## src/rtl/note_spawner.sv

```systemverilog
// Paces square launches from the animation tick: waits a level-dependent
// number of frames, picks the lowest free slot and hands it a random lane and speed.
module note_spawner #(
  parameter int          N_SLOTS   = 8,
  parameter logic [15:0] LFSR_SEED = 16'hACE1
) (
  input  logic                   i_clk,
  input  logic                   i_rst,
  input  logic                   i_ani_stb,
  input  logic                   i_run,
  input  logic [1:0]             i_level,
  input  logic [N_SLOTS-1:0]     i_slot_busy,
  output logic [N_SLOTS-1:0]     o_enable,
  output logic [4*N_SLOTS-1:0]   o_column,
  output logic [8*N_SLOTS-1:0]   o_speed,
  output logic [15:0]            o_spawn_count,
  output logic [15:0]            o_drop_count
);

  localparam int SLOT_W = (N_SLOTS > 1) ? $clog2(N_SLOTS) : 1;

  typedef enum logic [1:0] {IDLE, WAIT, ALLOC, LAUNCH} state_t;

  state_t            state, state_next;
  logic [5:0]        interval;
  logic              pending;
  logic [15:0]       lfsr;
  logic [SLOT_W-1:0] launch_slot;
  logic [2:0]        launch_timer;

  logic              free_found;
  logic [SLOT_W-1:0] free_idx;
  logic              spawn_req;
  logic              req_drop;
  logic              enter_alloc;
  logic              alloc_ok;
  logic              alloc_fail;
  logic              launch_ack;
  logic              launch_abort;
  logic [3:0]        col_new;
  logic [7:0]        speed_new;
  logic [1:0]        drop_inc;

  function automatic logic [5:0] interval_last(input logic [1:0] lvl);
    case (lvl)
      2'd0:    interval_last = 6'd47;
      2'd1:    interval_last = 6'd31;
      2'd2:    interval_last = 6'd23;
      default: interval_last = 6'd15;
    endcase
  endfunction

  function automatic logic [15:0] lfsr_step(input logic [15:0] v);
    lfsr_step = {1'b0, v[15:1]} ^ (v[0] ? 16'hB400 : 16'h0000);
  endfunction

  function automatic logic [15:0] sat_add(input logic [15:0] cnt, input logic [1:0] inc);
    logic [16:0] sum;
    sum = {1'b0, cnt} + {15'd0, inc};
    sat_add = sum[16] ? 16'hFFFF : sum[15:0];
  endfunction

  // Lowest-index free slot wins: scan downward so the last hit is the smallest k.
  always_comb begin
    free_found = 1'b0;
    free_idx   = '0;
    for (int k = N_SLOTS - 1; k >= 0; k--) begin
      if (!i_slot_busy[k]) begin
        free_found = 1'b1;
        free_idx   = SLOT_W'(k);
      end
    end
  end

  assign spawn_req = (state != IDLE) && i_ani_stb && (interval >= interval_last(i_level));
  assign req_drop  = spawn_req && pending;
  assign col_new   = 4'b0001 << lfsr[1:0];
  assign speed_new = {6'd0, i_level} + 8'd1 + {7'd0, lfsr[2]};
  assign drop_inc  = {1'b0, req_drop} + {1'b0, alloc_fail | launch_abort};

  always_ff @(posedge i_clk or posedge i_rst) begin
    if (i_rst) state <= IDLE;
    else       state <= state_next;
  end

  always_comb begin
    state_next   = state;
    enter_alloc  = 1'b0;
    alloc_ok     = 1'b0;
    alloc_fail   = 1'b0;
    launch_ack   = 1'b0;
    launch_abort = 1'b0;
    case (state)
      IDLE: begin
        if (i_run) state_next = WAIT;
      end
      WAIT: begin
        if (!i_run) begin
          state_next = IDLE;
        end else if (pending) begin
          state_next  = ALLOC;
          enter_alloc = 1'b1;
        end
      end
      ALLOC: begin
        if (!i_run) begin
          state_next = IDLE;
        end else if (free_found) begin
          state_next = LAUNCH;
          alloc_ok   = 1'b1;
        end else begin
          state_next = WAIT;
          alloc_fail = 1'b1;
        end
      end
      LAUNCH: begin
        // A launch always runs to ack or timeout, even if the game stops meanwhile.
        if (i_slot_busy[launch_slot]) begin
          state_next = WAIT;
          launch_ack = 1'b1;
        end else if (launch_timer == 3'd7) begin
          state_next   = WAIT;
          launch_abort = 1'b1;
        end
      end
      default: state_next = IDLE;
    endcase
  end

  always_ff @(posedge i_clk or posedge i_rst) begin
    if (i_rst) begin
      interval      <= '0;
      pending       <= 1'b0;
      lfsr          <= LFSR_SEED;
      launch_slot   <= '0;
      launch_timer  <= '0;
      o_enable      <= '0;
      o_column      <= '0;
      o_speed       <= '0;
      o_spawn_count <= '0;
      o_drop_count  <= '0;
    end else begin
      if (state == IDLE)  interval <= '0;
      else if (i_ani_stb) interval <= spawn_req ? 6'd0 : interval + 6'd1;

      if (state == IDLE)              pending <= 1'b0;
      else if (spawn_req && !pending) pending <= 1'b1;
      else if (enter_alloc)           pending <= 1'b0;

      if (i_ani_stb && i_run) lfsr <= lfsr_step(lfsr);

      if (alloc_ok) begin
        launch_slot  <= free_idx;
        launch_timer <= '0;
        for (int k = 0; k < N_SLOTS; k++) begin
          o_enable[k] <= (free_idx == SLOT_W'(k));
          if (free_idx == SLOT_W'(k)) begin
            o_column[4*k +: 4] <= col_new;
            o_speed[8*k +: 8]  <= speed_new;
          end
        end
      end else if (launch_ack || launch_abort) begin
        o_enable <= '0;
      end else if (state == LAUNCH) begin
        launch_timer <= launch_timer + 3'd1;
      end

      o_spawn_count <= sat_add(o_spawn_count, {1'b0, launch_ack});
      o_drop_count  <= sat_add(o_drop_count, drop_inc);
    end
  end

endmodule
```

## config.mk

```make
export PLATFORM = sky130hd
export DESIGN_NAME = note_spawner
export DESIGN_NICKNAME = d
export VERILOG_FILES = /design/src/rtl/note_spawner.sv
export SDC_FILE = /design/constraint.sdc
export NUM_CORES = 1
export LEC_CHECK = 0
export BUFFER_PORTS_ARGS = -buffer_cell sky130_fd_sc_hd__buf_2
export CAP_MARGIN = 40
export CORE_MARGIN = 5
export CORE_UTILIZATION = 58
export DETAILED_ROUTE_END_ITERATION = 8
export GPL_TIMING_DRIVEN = 0
export PLACE_DENSITY = 0.91
export REMOVE_ABC_BUFFERS = 1
export SETUP_SLACK_MARGIN = 0.4
export SYNTH_ARGS = -nofsm -noshare
export SYNTH_HDL_FRONTEND = slang
export SYNTH_SLANG_ARGS = --single-unit
```

## constraint.sdc

```tcl
create_clock -name i_clk -period 9.2 [get_ports i_clk]
set_clock_uncertainty 0.2 [all_clocks]
set_input_delay 0.92 -clock i_clk [delete_from_list [all_inputs] [get_ports i_clk]]
set_output_delay 0.92 -clock i_clk [all_outputs]
set_load 0.01 [all_outputs]
```

## Word level (Yosys, flattened, before mapping)

Index checks and enable logic that the tools add are counted.

| word-level totals | value |
|---|---|
| register bits after elaboration | 167 |
| bits in latches | 0 |
| RAM bits | 0 |
| ROM bits | 0 |
| input bits | 14 |
| memories kept | 0 |

| operators by class | value |
|---|---|
| add/sub/neg operators | 7 |
| multiply operators | 0 |
| div/mod/pow operators | 0 |
| magnitude comparators | 2 |
| equal/unequal tests | 17 |
| shift-type cells | 1 |
| multiplexer cells | 55 |
| bitwise logic cells | 2 |
| reductions and logical operators | 25 |

Operators by type and width:

| cell | count |
|---|---|
| 16-bit 2-to-1 mux | 3 |
| 3-bit 2-to-1 mux | 11 |
| 1-bit 2-to-1 mux | 26 |
| 6-bit 2-to-1 mux | 3 |
| 6-bit case mux with 3 select lines | 1 |
| 2-bit AND reduction | 9 |
| 16-bit by 1-bit adder with 17-bit output | 1 |
| 16-bit by 2-bit adder with 17-bit output | 1 |
| 8-bit 2-to-1 mux | 2 |
| 15-bit by 16-bit XOR with 16-bit output | 1 |
| 3-bit equality test (second input constant) | 5 |
| 2-bit 2-to-1 mux | 7 |
| 2-bit case mux with 4 select lines | 1 |
| 2-bit nonzero test | 4 |
| 6-bit by 1-bit adder with 6-bit output (second input constant) | 1 |
| 2-bit equality test (second input constant) | 3 |
| 3-bit by 2-bit equality test with 1-bit output (second input constant) | 2 |
| 6-bit greater-or-equal comparator | 1 |
| 3-bit inequality test (second input constant) | 2 |
| 1-bit logical AND | 5 |
| 3-bit by 1-bit adder with 4-bit output | 1 |
| 2-bit by 1-bit equality test with 1-bit output (second input constant) | 2 |
| 2-bit logical NOT | 2 |
| 3-bit by 4-bit less-than comparator with 1-bit output (second input constant) | 1 |
| other kinds (13) | 14 |

## Depth between registers and ports, before layout

| depth | value |
|---|---|
| depth in word-level cells | 15 |
| mapped depth | 14 |
| gate-level depth less buffers | 13 |

## Worst setup path before layout

Ideal clock, no wire load.

| timing | value |
|---|---|
| path type | input to register |
| from | in i_level[0] |
| to | reg o_drop_count[8] |
| setup time | 0.130 ns |
| data arrival time | 3.414 ns |
| data required time | 8.870 ns |
| slack | 5.456 ns |
| stages on the path | 14 |
| path buffers | 1 |
| cells stage by stage | inv_1 > ha_1 > inv_1 > ha_1 > o21ai_0 > a22oi_1 > and4b_1 > fa_1 > ha_1 > and3_1 > and2_1 > nand3_1 > buf_2 > o21ai_0 |

| between the ends | value |
|---|---|
| word-level cells in the longest chain between the ends | 8 |
| elaborated cells on any way between the ends | 10 |

Ends and longest elaborated chain:

| item | line | text |
|---|---|---|
| from (decl) | 11 | `input logic [1:0] i_level,` |
| 2-bit equality test, or another cell as far along | 45 | `case (lvl)` |
| 6-bit case mux with 3 select lines (*) | 45 |  |
| 6-bit greater-or-equal comparator (*) | 75 | `assign spawn_req = (state != IDLE) && i_ani_stb && (interval >= interval_last(i_level));` |
| 1-bit logical AND (*) | 75 |  |
| 1-bit logical AND (*) | 76 | `assign req_drop = spawn_req && pending;` |
| 1-bit by 1-bit adder with 2-bit output (*) | 79 | `assign drop_inc = {1'b0, req_drop} + {1'b0, alloc_fail \| launch_abort};` |
| 16-bit by 2-bit adder with 17-bit output (*) | 59 | `sum = {1'b0, cnt} + {15'd0, inc};` |
| 16-bit 2-to-1 mux (*) | 60 | `sat_add = sum[16] ? 16'hFFFF : sum[15:0];` |
| to (signal assigned) | 169 | `o_drop_count <= sat_add(o_drop_count, drop_inc);` |
| to (decl) | 17 | `output logic [15:0] o_drop_count` |

Every way passes the cells marked *; elsewhere a longest branch is shown, timed or not.
A chain may end at the register's enable or synchronous reset.

## Worst setup path in the final report

| timing | value |
|---|---|
| from | in i_level[0] |
| to | reg o_drop_count[11] |

Same word-level chain as after synthesis.

==> impl_metrics.csv <==
group,metric,value,unit
final_layout,n_fill_cell,682,
power_and_ir_drop,leakage,3.887,nW
critical_path,worst_path_max_delay_cell,"nand3_1",
die,num_rows,37,
power_and_ir_drop,post-layout-total-power,1.767,mW
timing,rsz0062_at_grt,"false",
die,fp.dieW,112.2,microns
die,die_area,0.01260,sq mm
logic_synthesis,synth_warnings,0,
place,portBuffers,109,
logic_synthesis,avgSynthCellArea,11.21,sq um
critical_path,cp_max_fo,13,
routing,drt_iter0_drc,370,
timing,setup_violations,0,
timing,period_share,0.4141,
logic_synthesis,synth_flop_cell,"dfrtp_1",
final_layout,multi_input_area,0.002584,sq mm
timing,maxSlewHeadroom,0.4776,
clock_network,postCtsHoldBufs,0,
global_routing,grt_max_degree,74,
min_path,hold_path_class,"in2async",
routing,drtAntennaViolNets,0,
place,hpwl,9.597,mm
clock_network,path_clk_slew,0.06,ns
global_routing,track_usage,0.2217,
die,pin_count,150,
die,core_area,0.01028,sq mm
critical_path,crit_path_end_kind,"flop",
global_routing,use_met1,0.2695,
timing,fin_setup_tns,0,ns
final_layout,diodes,0,
logic_synthesis,synth_top_area_share,0.4912,
global_routing,met3_usage,0.08302,
routing,finalWirelength,13.77,mm
logic_synthesis,synth_top_area_cell,"dfrtp_1",
routing,drcViolationCount,0,
timing,drv_slew,0,
timing,min_period,3.809,ns
global_routing,met2_usage,0.3580,
final_layout,layout-drive-gt1-share,0.2949,
timing,fmax,262.5,MHz
critical_path,crit_top_cell,"ha_1",
logic_synthesis,synth_edf_count,0,
final_layout,layout_commonest_cell,"dfrtp_1",
clock_network,cts_max_path_buffers,2,
clock_network,cts_sinks,127,
logic_synthesis,synth-seq-cells,127,
clock_network,cts_root_buf,"clkbuf_8",
routing,vias_per_cell,5.493,
logic_synthesis,postSynth.asyncResetShare,1.000,
critical_path,crit_path_max_incr_delay,0.37,ns
clock_network,tritoncts,"done",
outcome,outcome,"finished, final reports clean",
routing,post_drt_wl_per_cell,17.12,microns
final_layout,syn_to_final_growth,18.51,%
routing,via_count,4416,
logic_synthesis,yosysSeqAreaShare,0.5259,
critical_path,path_cells,"buf_2 -> inv_1 -> ha_1 -> inv_1 -> ha_1 -> o21ai_0 -> a22oi_1 -> and4b_1 -> fa_1 -> ha_1 -> and3_1 -> and2_1 -> nand3_1 -> a31oi_1",
global_routing,grt_pass1_vias,4552,
final_layout,final_cell_mix,"dfrtp_1 (119), buf_2 (109), nand2_1 (81), conb_1 (40), o21ai_0 (36)",
final_layout,fin_nets,688,
logic_synthesis,synth_cell_types,56,
routing,drt-pass1-iter-count,5,
place,routabilityCongestion,0.8654,
global_routing,grt_pass1_wl,22.67,mm
global_routing,top_usage_layer,"met2",
timing,worst_slew_pin_slew,0.7835,ns
logic_synthesis,synth.area.top_cells,"dfrtp_1 (49%), buf_4 (5.2%), nand2_1 (5.0%)",
critical_path,start_kind,"input port",
power_and_ir_drop,vdd_ir_drop_max,0.0001393,V
final_layout,regArea,0.003188,sq mm
power_and_ir_drop,power_per_cell_area,246.0,mW/mm^2
global_routing,antenna_found_initial,0,
clock_network,cts_setup_buffers,0,
clock_network,htreeDepth,4,
clock_network,clk_latency,0.51,ns
critical_path,crit_required,9.43,ns
die,die_h,112.2,microns
logic_synthesis,synth_cells,541,
timing,hold_viol_final,0,
logic_synthesis,syn-cell-area,0.006062,sq mm
clock_network,cts_resized,0,
critical_path,critical_path_class,"in2reg",
clock_network,numCtsBuffers,17,
job,maxCapViolations,0,
die,start_util,0.5898,
global_routing,grt_overflow,0,
critical_path,cp.arrival,4.04,ns
==> cells by family after synthesis <==
logic type,synth area share
AO/OA/AOI/OAI,0.07100
other,0.0006186
flip-flops,0.5259
multiplexers,0.1166
adder cells (fa/ha/maj),0.03839
buffers and inverters,0.07203
XOR/XNOR,0.03323
AND/OR/NAND/NOR,0.1422
==> sequential cells by signal, summed over array words and instances, names as in the netlist <==
register and count:
o_drop_count 16, pending 1, o_column 32, state 2
o_enable 8, interval 6, launch_slot 3, o_spawn_count 16
lfsr 16, o_speed 24, launch_timer 3
==> metal layers <==
metal | wire length [microns] | up-vias
met3 | 1231 | 34
met4 | 384 | 0
met5 | 0 | -
met2 | 6585 | 182
met1 | 5566 | 2191
li1 | - | 2009
==> critical path, delay by kind of cell <==
| family | cells | cell delay (ns) |
|---|---|---|
| buffers and inverters | 3 | 0.21 |
| and+or+nand+nor | 4 | 1.13 |
| adders and majority gates | 4 | 1.11 |
| AOI/OAI and AO/OA | 3 | 0.68 |
==> cells in the mapped netlist (6+ instances only) <==
library cell  number
nand2_1           81
inv_1             18
mux2_4             6
dfstp_2            8
dfrtp_1          119
ha_1              17
xnor2_1            7
clkbuf_1           8
mux2i_1           11
nor2_1            11
and3_1             7
mux2_1            19
nand3_1           19
xor2_1            16
o21ai_0           36
buf_4             42
a21oi_1            9
nand2b_1          13
mux2_2            26
==> path summary, 6_finish.rpt <==
| check | startpoint | endpoint | slack, ns | cells past startpoint |
|---|---|---|---|---|
| setup / recovery | i_level[0] | o_drop_count[11]$_DFF_PP0_ | 5.39 | 14 |
| hold / removal | i_rst | interval[1]$_DFFE_PP0P_ | 0.26 | 2 |
| setup reg to reg | state[0]$_DFFE_PP0P_ | o_drop_count[11]$_DFF_PP0_ | 5.79 | 11 |
| hold reg to reg | o_column[6]$_DFFE_PP0P_ | o_column[6]$_DFFE_PP0P_ | 0.28 | 2 |
| max in group asynchronous | i_rst | lfsr[15]$_DFFE_PP1P_ | 7.79 | 3 |
| min in group i_clk | o_column[6]$_DFFE_PP0P_ | o_column[6]$_DFFE_PP0P_ | 0.28 | 2 |
==> through the flow <==
step | std cells | area [sq um] | utilization | worst slack, ns | hold slack, ns
floorplan | 526 | 5843 | - | 4.709 | 0.2460
CTS | 804 | 7184 | 0.6991 | 5.407 | 0.2630
global placement | 771 | 6559 | 0.6382 | 3.533 | 0.2586
global route | 804 | 7184 | 0.6991 | 5.105 | 0.2829
detailed placement | 773 | 6599 | 0.6421 | 4.925 | 0.2694
finish | 804 | 7184 | 0.6991 | 5.391 | 0.2560
==> power by group <==
part | switching, mW | internal [mW]
Combinational | 0.200 | 0.147
Clock | 0.251 | 0.409
Sequential | 0.0873 | 0.672
Total | 0.539 | 1.23
==> area by class of cell <==
type	count	share of cell area
flip-flops and latches	127	0.4437
clock inverters	10	0.01759
repair buffers	111	0.08081
multi-input cells	380	0.3596
well taps	136	0.02369
inverters	19	0.01062
clock buffers	21	0.06391
No activity file was read; power rests on OpenSTA's default activity.
